===== src/rtl/gray_pkg.sv =====
// Shared constants, step encoding and Gray/binary helpers for the Gray counter slice.
package gray_pkg;

    localparam int unsigned GRAY_WIDTH_DEFAULT = 4;
    localparam int unsigned SAT_WRAP           = 0;
    localparam int unsigned SAT_HOLD           = 1;

    typedef enum logic [1:0] {
        STEP_HOLD,
        STEP_LOAD,
        STEP_UP,
        STEP_DOWN
    } step_e;

    function automatic logic [31:0] bin2gray(input logic [31:0] b);
        return b ^ (b >> 1);
    endfunction

    // Log-depth prefix XOR; correct for any width up to 32 when zero-extended.
    function automatic logic [31:0] gray2bin(input logic [31:0] g);
        logic [31:0] b;
        b = g;
        b = b ^ (b >> 1);
        b = b ^ (b >> 2);
        b = b ^ (b >> 4);
        b = b ^ (b >> 8);
        b = b ^ (b >> 16);
        return b;
    endfunction

endpackage


===== src/rtl/gray2bin_n.sv =====
// Combinational Gray-to-binary converter: each binary bit is the XOR of all Gray bits at or above it.
module gray2bin_n #(
    parameter int unsigned WIDTH = 4
) (
    input  logic [WIDTH-1:0] gray_i,
    output logic [WIDTH-1:0] bin_o
);

    assign bin_o[WIDTH-1] = gray_i[WIDTH-1];

    for (genvar i = 0; i < WIDTH - 1; i++) begin : g_prefix
        assign bin_o[i] = ^gray_i[WIDTH-1:i];
    end

endmodule


===== src/rtl/gray_counter_n.sv =====
// Up/down Gray counter with synchronous load, optional saturation, wrap pulse and limit flag.
module gray_counter_n
    import gray_pkg::*;
#(
    parameter int unsigned WIDTH    = GRAY_WIDTH_DEFAULT,
    parameter int unsigned SATURATE = SAT_WRAP
) (
    input  logic             clk,
    input  logic             rst,
    input  logic             clk_en,
    input  logic             up_dn,
    input  logic             load,
    input  logic [WIDTH-1:0] load_gray,
    output logic [WIDTH-1:0] gray_out,
    output logic [WIDTH-1:0] bin_out,
    output logic             wrap,
    output logic             at_limit
);

    localparam logic             HOLD_AT_ENDS = (SATURATE == SAT_HOLD);
    localparam logic [WIDTH-1:0] MAX_VAL      = '1;

    logic             run_q;
    logic [WIDTH-1:0] bin_q, bin_d;
    logic [WIDTH-1:0] gray_q, gray_d;
    logic             wrap_q, wrap_d;
    logic             lim_q, lim_d;
    logic [WIDTH-1:0] load_bin;
    step_e            step;

    gray2bin_n #(.WIDTH(WIDTH)) u_load_conv (
        .gray_i (load_gray),
        .bin_o  (load_bin)
    );

    always_comb begin
        step = STEP_HOLD;
        // run_q keeps the first edge after reset release idle.
        if (run_q) begin
            if (load) begin
                step = STEP_LOAD;
            end else if (clk_en) begin
                step = up_dn ? STEP_UP : STEP_DOWN;
            end
        end

        bin_d  = bin_q;
        wrap_d = 1'b0;
        lim_d  = lim_q;

        case (step)
            STEP_LOAD: bin_d = load_bin;
            STEP_UP: begin
                if (bin_q == MAX_VAL) begin
                    if (!HOLD_AT_ENDS) begin
                        bin_d  = '0;
                        wrap_d = 1'b1;
                    end
                end else begin
                    bin_d = bin_q + WIDTH'(1);
                end
            end
            STEP_DOWN: begin
                if (bin_q == '0) begin
                    if (!HOLD_AT_ENDS) begin
                        bin_d  = MAX_VAL;
                        wrap_d = 1'b1;
                    end
                end else begin
                    bin_d = bin_q - WIDTH'(1);
                end
            end
            default: ;
        endcase

        if (step != STEP_HOLD) begin
            lim_d = up_dn ? (bin_d == MAX_VAL) : (bin_d == '0);
        end

        gray_d = WIDTH'(bin2gray(32'(bin_d)));
    end

    // gray_q shadows bin_q so both outputs come straight from flops on the same edge.
    always_ff @(posedge clk or negedge rst) begin
        if (!rst) begin
            run_q  <= 1'b0;
            bin_q  <= '0;
            gray_q <= '0;
            wrap_q <= 1'b0;
            lim_q  <= 1'b1;
        end else begin
            run_q  <= 1'b1;
            bin_q  <= bin_d;
            gray_q <= gray_d;
            wrap_q <= wrap_d;
            lim_q  <= lim_d;
        end
    end

    assign gray_out = gray_q;
    assign bin_out  = bin_q;
    assign wrap     = wrap_q;
    assign at_limit = lim_q;

endmodule


===== config.mk =====
export PLATFORM = sky130hd
export DESIGN_NAME = gray_counter_n
export DESIGN_NICKNAME = d
export VERILOG_FILES = /design/src/rtl/gray_pkg.sv /design/src/rtl/gray2bin_n.sv /design/src/rtl/gray_counter_n.sv
export SDC_FILE = /design/constraint.sdc
export NUM_CORES = 1
export LEC_CHECK = 0
export CORE_ASPECT_RATIO = 0.9
export CORE_MARGIN = 2
export CORE_UTILIZATION = 30
export DETAILED_ROUTE_END_ITERATION = 8
export HOLD_SLACK_MARGIN = 0.05
export SLEW_MARGIN = 20
export SYNTH_ARGS = -nofsm -noshare
export SYNTH_HDL_FRONTEND = slang
export SYNTH_HIERARCHICAL = 1
export SYNTH_SLANG_ARGS = --single-unit
export TNS_END_PERCENT = 20

===== constraint.sdc =====
create_clock -name clk -period 6.31 [get_ports clk]
set_input_delay 0.9465 -clock clk [delete_from_list [all_inputs] [get_ports clk]]
set_output_delay 0.9465 -clock clk [all_outputs]
set_load 0.02 [all_outputs]

Word level (Yosys, flattened, before mapping) --
Cells that the tools add are included.
Word-level totals: memory bits (read-only) 0, latch bits 0, input bits 9, register bits 11, logic and storage cells 30, RAM bits 0, output and inout bits 10, memories 0
Cells by class: multipliers 0, equality and inequality tests 5, add/subtract/negate cells 2, reductions and logical operators 6, magnitude comparators 0, muxes and demuxes 11, bitwise gates (word level) 1, shift-type cells 0, divide/modulo/power cells 0
Operator list (count):
- $pmux 4 s3 | 1
- $eq 4x4->1 const B | 2
- $logic_not 4->1 | 2
- $mux 4 | 2
- $mux 2 | 3
- $add 4x1->4 const B | 1
- $eq 2x2->1 const B | 2
- $mux 1 | 4
- $reduce_xor 4->1 | 1
- $sub 4x1->4 const B | 1
- $xor 4x3->4 | 1
- $reduce_xor 3->1 | 1
- $eq 2x1->1 const B | 1
- $pmux 1 s2 | 1
- $reduce_bool 2->1 | 1
- $reduce_xor 2->1 | 1

Logic depth before layout (Yosys ltp) --
depth in word-level cells 8, gate-level depth with buffers 10, gate-level depth less buffers 10

Hierarchy --
The synthesis kept the hierarchy.
Modules (own cells, without submodules):
- gray_counter_n | times used 1, area each 623.1 sq um, cells each 66, seq. area each 251.5 sq um
- gray2bin_n | times used 1, area each 50.0 sq um, cells each 5, seq. area each 0.0 sq um

Least setup slack after synthesis --
No wires, ideal clock.
path type input to register, start input up_dn, end register lim_q (netlist: at_limit), library setup time 0.077 ns, required time 6.233 ns, setup slack 3.882 ns, data arrival time 2.351 ns, stages 9, path buffers 1, cells stage by stage buf_4 mux2i_1 nor2_1 a31oi_1 o211ai_1 inv_1 ha_1 or4b_1 a31oi_1
Between the ends: word-level cells in the longest chain between the ends 8, elaborated cells on any way between the ends 12, classes of those cells 4 x eq/ne; 6 x mux; 2 x reduce/logical
RTL lines:
- from (decl) | RTL line gray_counter_n.sv:11 | input logic up_dn,
- $mux 1 (*) | RTL line gray_counter_n.sv:43 | step = up_dn ? STEP_UP : STEP_DOWN;
- $mux 2 (*) | RTL line gray_counter_n.sv:42 | end else if (clk_en) begin
- $mux 2 (*) | RTL line gray_counter_n.sv:40 | if (load) begin
- $mux 2 (*) | RTL line gray_counter_n.sv:39 | if (run_q) begin
- $eq 2x2->1 / $eq 2x1->1 (equally long branches) | RTL line gray_counter_n.sv:51 | case (step)
- $pmux 4 s3 (*) | RTL line gray_counter_n.sv:51
- via bin_d[2] | RTL line gray_counter_n.sv:24 | logic [WIDTH-1:0] bin_q, bin_d;
- $eq 4x4->1 / $logic_not 4->1 (equally long branches) | RTL line gray_counter_n.sv:77 | lim_d = up_dn ? (bin_d == MAX_VAL) : (bin_d == '0);
- $mux 1 (*) | RTL line gray_counter_n.sv:77
- to (signal assigned) | RTL line gray_counter_n.sv:96 | lim_q <= lim_d;
- to (decl) | RTL line gray_counter_n.sv:27 | logic lim_q, lim_d;
The timed path passes the listed nets; every way through them passes the cells marked *. A chain may end at the register's enable or synchronous reset.

Final worst setup path --
Ends and elaborated chain as after synthesis.

==> impl_metrics.yaml <==
routing:
  drc: 0
  avgRoutedWirePerCell_um: 11.5
  dr.pass1.iters: 4
  drt_iter0_markers: 7
  vias: 574
  via_per_inst: 4.99
  wl_mm: 1.32
  ant_nets: 0
final_layout:
  final_cell_count_no_fill: 115
  seq_area_um2: 251
  antenna_cells: 0
  nets: 102
  fillers: 221
  drive_gt1_share_pct: 7.95
  syn_to_final_growth_pct: 32.0
  multi_input_area_um2: 372
  design_area_um2: 888
placement:
  dpl_cell_area_um2: 852
  dp_cells: 111
  place_congestion: 0.743
  hpwl_mm: 1.04
  numPortBuffers: 18
clocking:
  post_cts_buffers: 0
  holdBufCountCts: 0
  cts_resized: 0
  clock_latency_ps: 260
  path_clk_slew_ps: 60
  cts.sinks: 10
  clockBufferDepth: 2
  numCtsBuffers: 3
  cts_root_buf: "clkbuf_4"
  cts_tree: "yes"
  cts_max_level: 1
pwr:
  internal_power_uw: 170
  combPwrFrac_pct: 42.7
  switching_power_uw: 93.5
  total_power_uw: 264
  p_per_area_nw_per_um2: 297
  p_leak_uw: 0.000367
  swShare_pct: 35.5
  p_clk_share_pct: 21.2
  p_seq_share_pct: 36.1
  peakVddDrop_uv: 172
logic_synthesis:
  synth_edf_count: 0
  synth_area_um2: 673
  synth_seq_cells: 10
  synth_top_area_share_pct: 33.5
  seq_area_frac_synth_pct: 37.4
  synth_top_area_cell: "dfrtp_1"
  synthArstFlopShare_pct: 100
  postSynthNetCount: 84
  avgSynthCellArea_um2: 9.48
  yosysWarnings: 6
  synth_area_leaders: "dfrtp_1 33%, ha_1 7.4%, xor2_1 5.2%, buf_4 4.5%, dfstp_2 3.9%"
  syn-instance-count: 71
  yosysMostFrequentCell: "dfrtp_1"
  synth_common_cells: "9 x dfrtp_1, 6 x nand2_1, 5 x nor2_1"
  synthFlopType: "dfrtp_1"
  yosysUniqueCellTypes: 34
setup_path:
  rr_endpoint: "at_limit"
  critPathArrivalTime_ps: 3070
  max_stage_delay_ps: 690
  r2r_start: "bin_out[0]"
  slowest_stage: "clkdlybuf4s50_1"
  reg2reg_slack_ps: 3960
  startpoint: "up_dn"
  critPathCaptureType: "flip-flop"
  worstRegToRegCells: 9
  worstPathMaxFanout: 10
  crit_top_cell: "a31oi_1"
  worst-endpoint-required_ps: 6500
  crit_chain: "clkdlybuf4s50_1 > mux2i_1 > nor2_1 > a31oi_1 > o211ai_1 > inv_1 > ha_1 > or4b_1 > a31oi_1"
  startpoint_type: "input pin"
  crit_type: "in -> reg"
timing:
  fmax_mhz: 347
  fin_crit_sh_pct: 45.7
  skew_ps: 1.01
  hold_viol: 0
  setup_viol: 0
  report.final.slew_viol_count: 0
  holdWs_ps: 509
  rsz0062_at_grt: "no"
  finalCriticalPeriod_ps: 2890
  tns_ps: 0
global_routing:
  grt_max_degree: 11
  grt_pass1_wl_mm: 2.29
  track_usage_pct: 11.7
  grt_pass1_vias: 531
  antenna_found_initial: 0
  gr-total-overflow: 0
flow_run:
  max_cap_violations: 0
floorplanning:
  row_count: 16
  start_util_pct: 31.4
  die_w_um: 53.9
  io_pins: 19
  die_area_um2: 2640
  fp.dieH_um: 48.9
  core_um2: 2140
worst_hold_path:
  holdPathStages: 2
  min_path_type: "reg -> reg"
  hp-start: "at_limit"
  holdPathEnd: "at_limit"
status:
  status: "complete, no violations"
## cells by family (layout without fill, tap and decap cells)
group / after synthesis / in the layout / synth area share (%)
flops: 10 / 10 / 37.4
other cells: 1 / 1 / 0.557
compound gates: 18 / 18 / 19.7
mux: 1 / 1 / 1.49
xor+xnor: 7 / 7 / 10.2
fa+ha+maj: 4 / 4 / 7.44
simple gates: 21 / 21 / 15.8
buf+inv: 9 / 26 / 7.43
## state kept, by name, summed over array words and instances (netlist names)
name and count:
bin_out 4, gray_out 3, at_limit 1, run_q 1, wrap 1
## area by class of cell
class,instances,area share (%)
clock buffer,4,4.08
inverter,4,1.69
multi-input combinational,52,41.8
sequential,10,28.3
tap,27,3.80
timing repair buffer,18,20.3
## critical path, delay by kind of cell
kind,cells,cell delay [ps]
adder cells (fa/ha/maj),1,120
multiplexers,1,230
AO/OA/AOI/OAI,3,510
AND/OR/NAND/NOR,2,470
buffers and inverters,2,780
## metrics by stage
| step | util (%) | setup slack, ps |
|---|---|---|
| 2_1_floorplan | - | 3880 |
| 3_3_place_gp | 39.8 | 3150 |
| 3_5_place_dp | 39.8 | 3180 |
| 4_1_cts | 41.5 | 3460 |
| 5_1_grt | 41.5 | 3310 |
| 6_report | 41.5 | 3420 |
## layout by cell type, fill, tap and decap left out, types with 2 or more instances in the layout
cell type / n
a21oi_1: 2
a31oi_1: 2
clkbuf_4: 3
clkdlybuf4s50_1: 18
dfrtp_1: 9
ha_1: 4
inv_1: 4
nand2_1: 6
nand3_1: 3
nand4_1: 2
nor2_1: 5
o21ai_0: 2
or4b_1: 2
xnor2_1: 2
xor2_1: 4
## worst max path at each step
stage	end	slack [ps]	cells after the start
5_1_grt	at_limit	3310	9
2_1_floorplan	at_limit	3880	9
3_5_place_dp	at_limit	3180	9
6_report	at_limit	3420	9
4_1_cts	at_limit	3460	9
3_3_place_gp	at_limit	3150	9
## layer usage
layer	vias to the layer above	track usage (%)	wire length, um
met3	2	4.60	108
met4	0	3.85	9
met1	267	15.7	618
met2	22	16.9	584
met5	-	0	0
li1	283	-	-
## power by group through the flow
stage | logic (uW) | clock network (uW) | registers [uW]
after global routing | 124 | 63.3 | 97.8
after floorplan | 53.1 | 0 | 110
final | 113 | 55.8 | 95.2
after CTS | 114 | 58.7 | 95.5
after global placement | 113 | 0 | 95.9
after detailed placement | 113 | 0 | 96.8
Note: power is estimated with default switching activity, not from simulation.
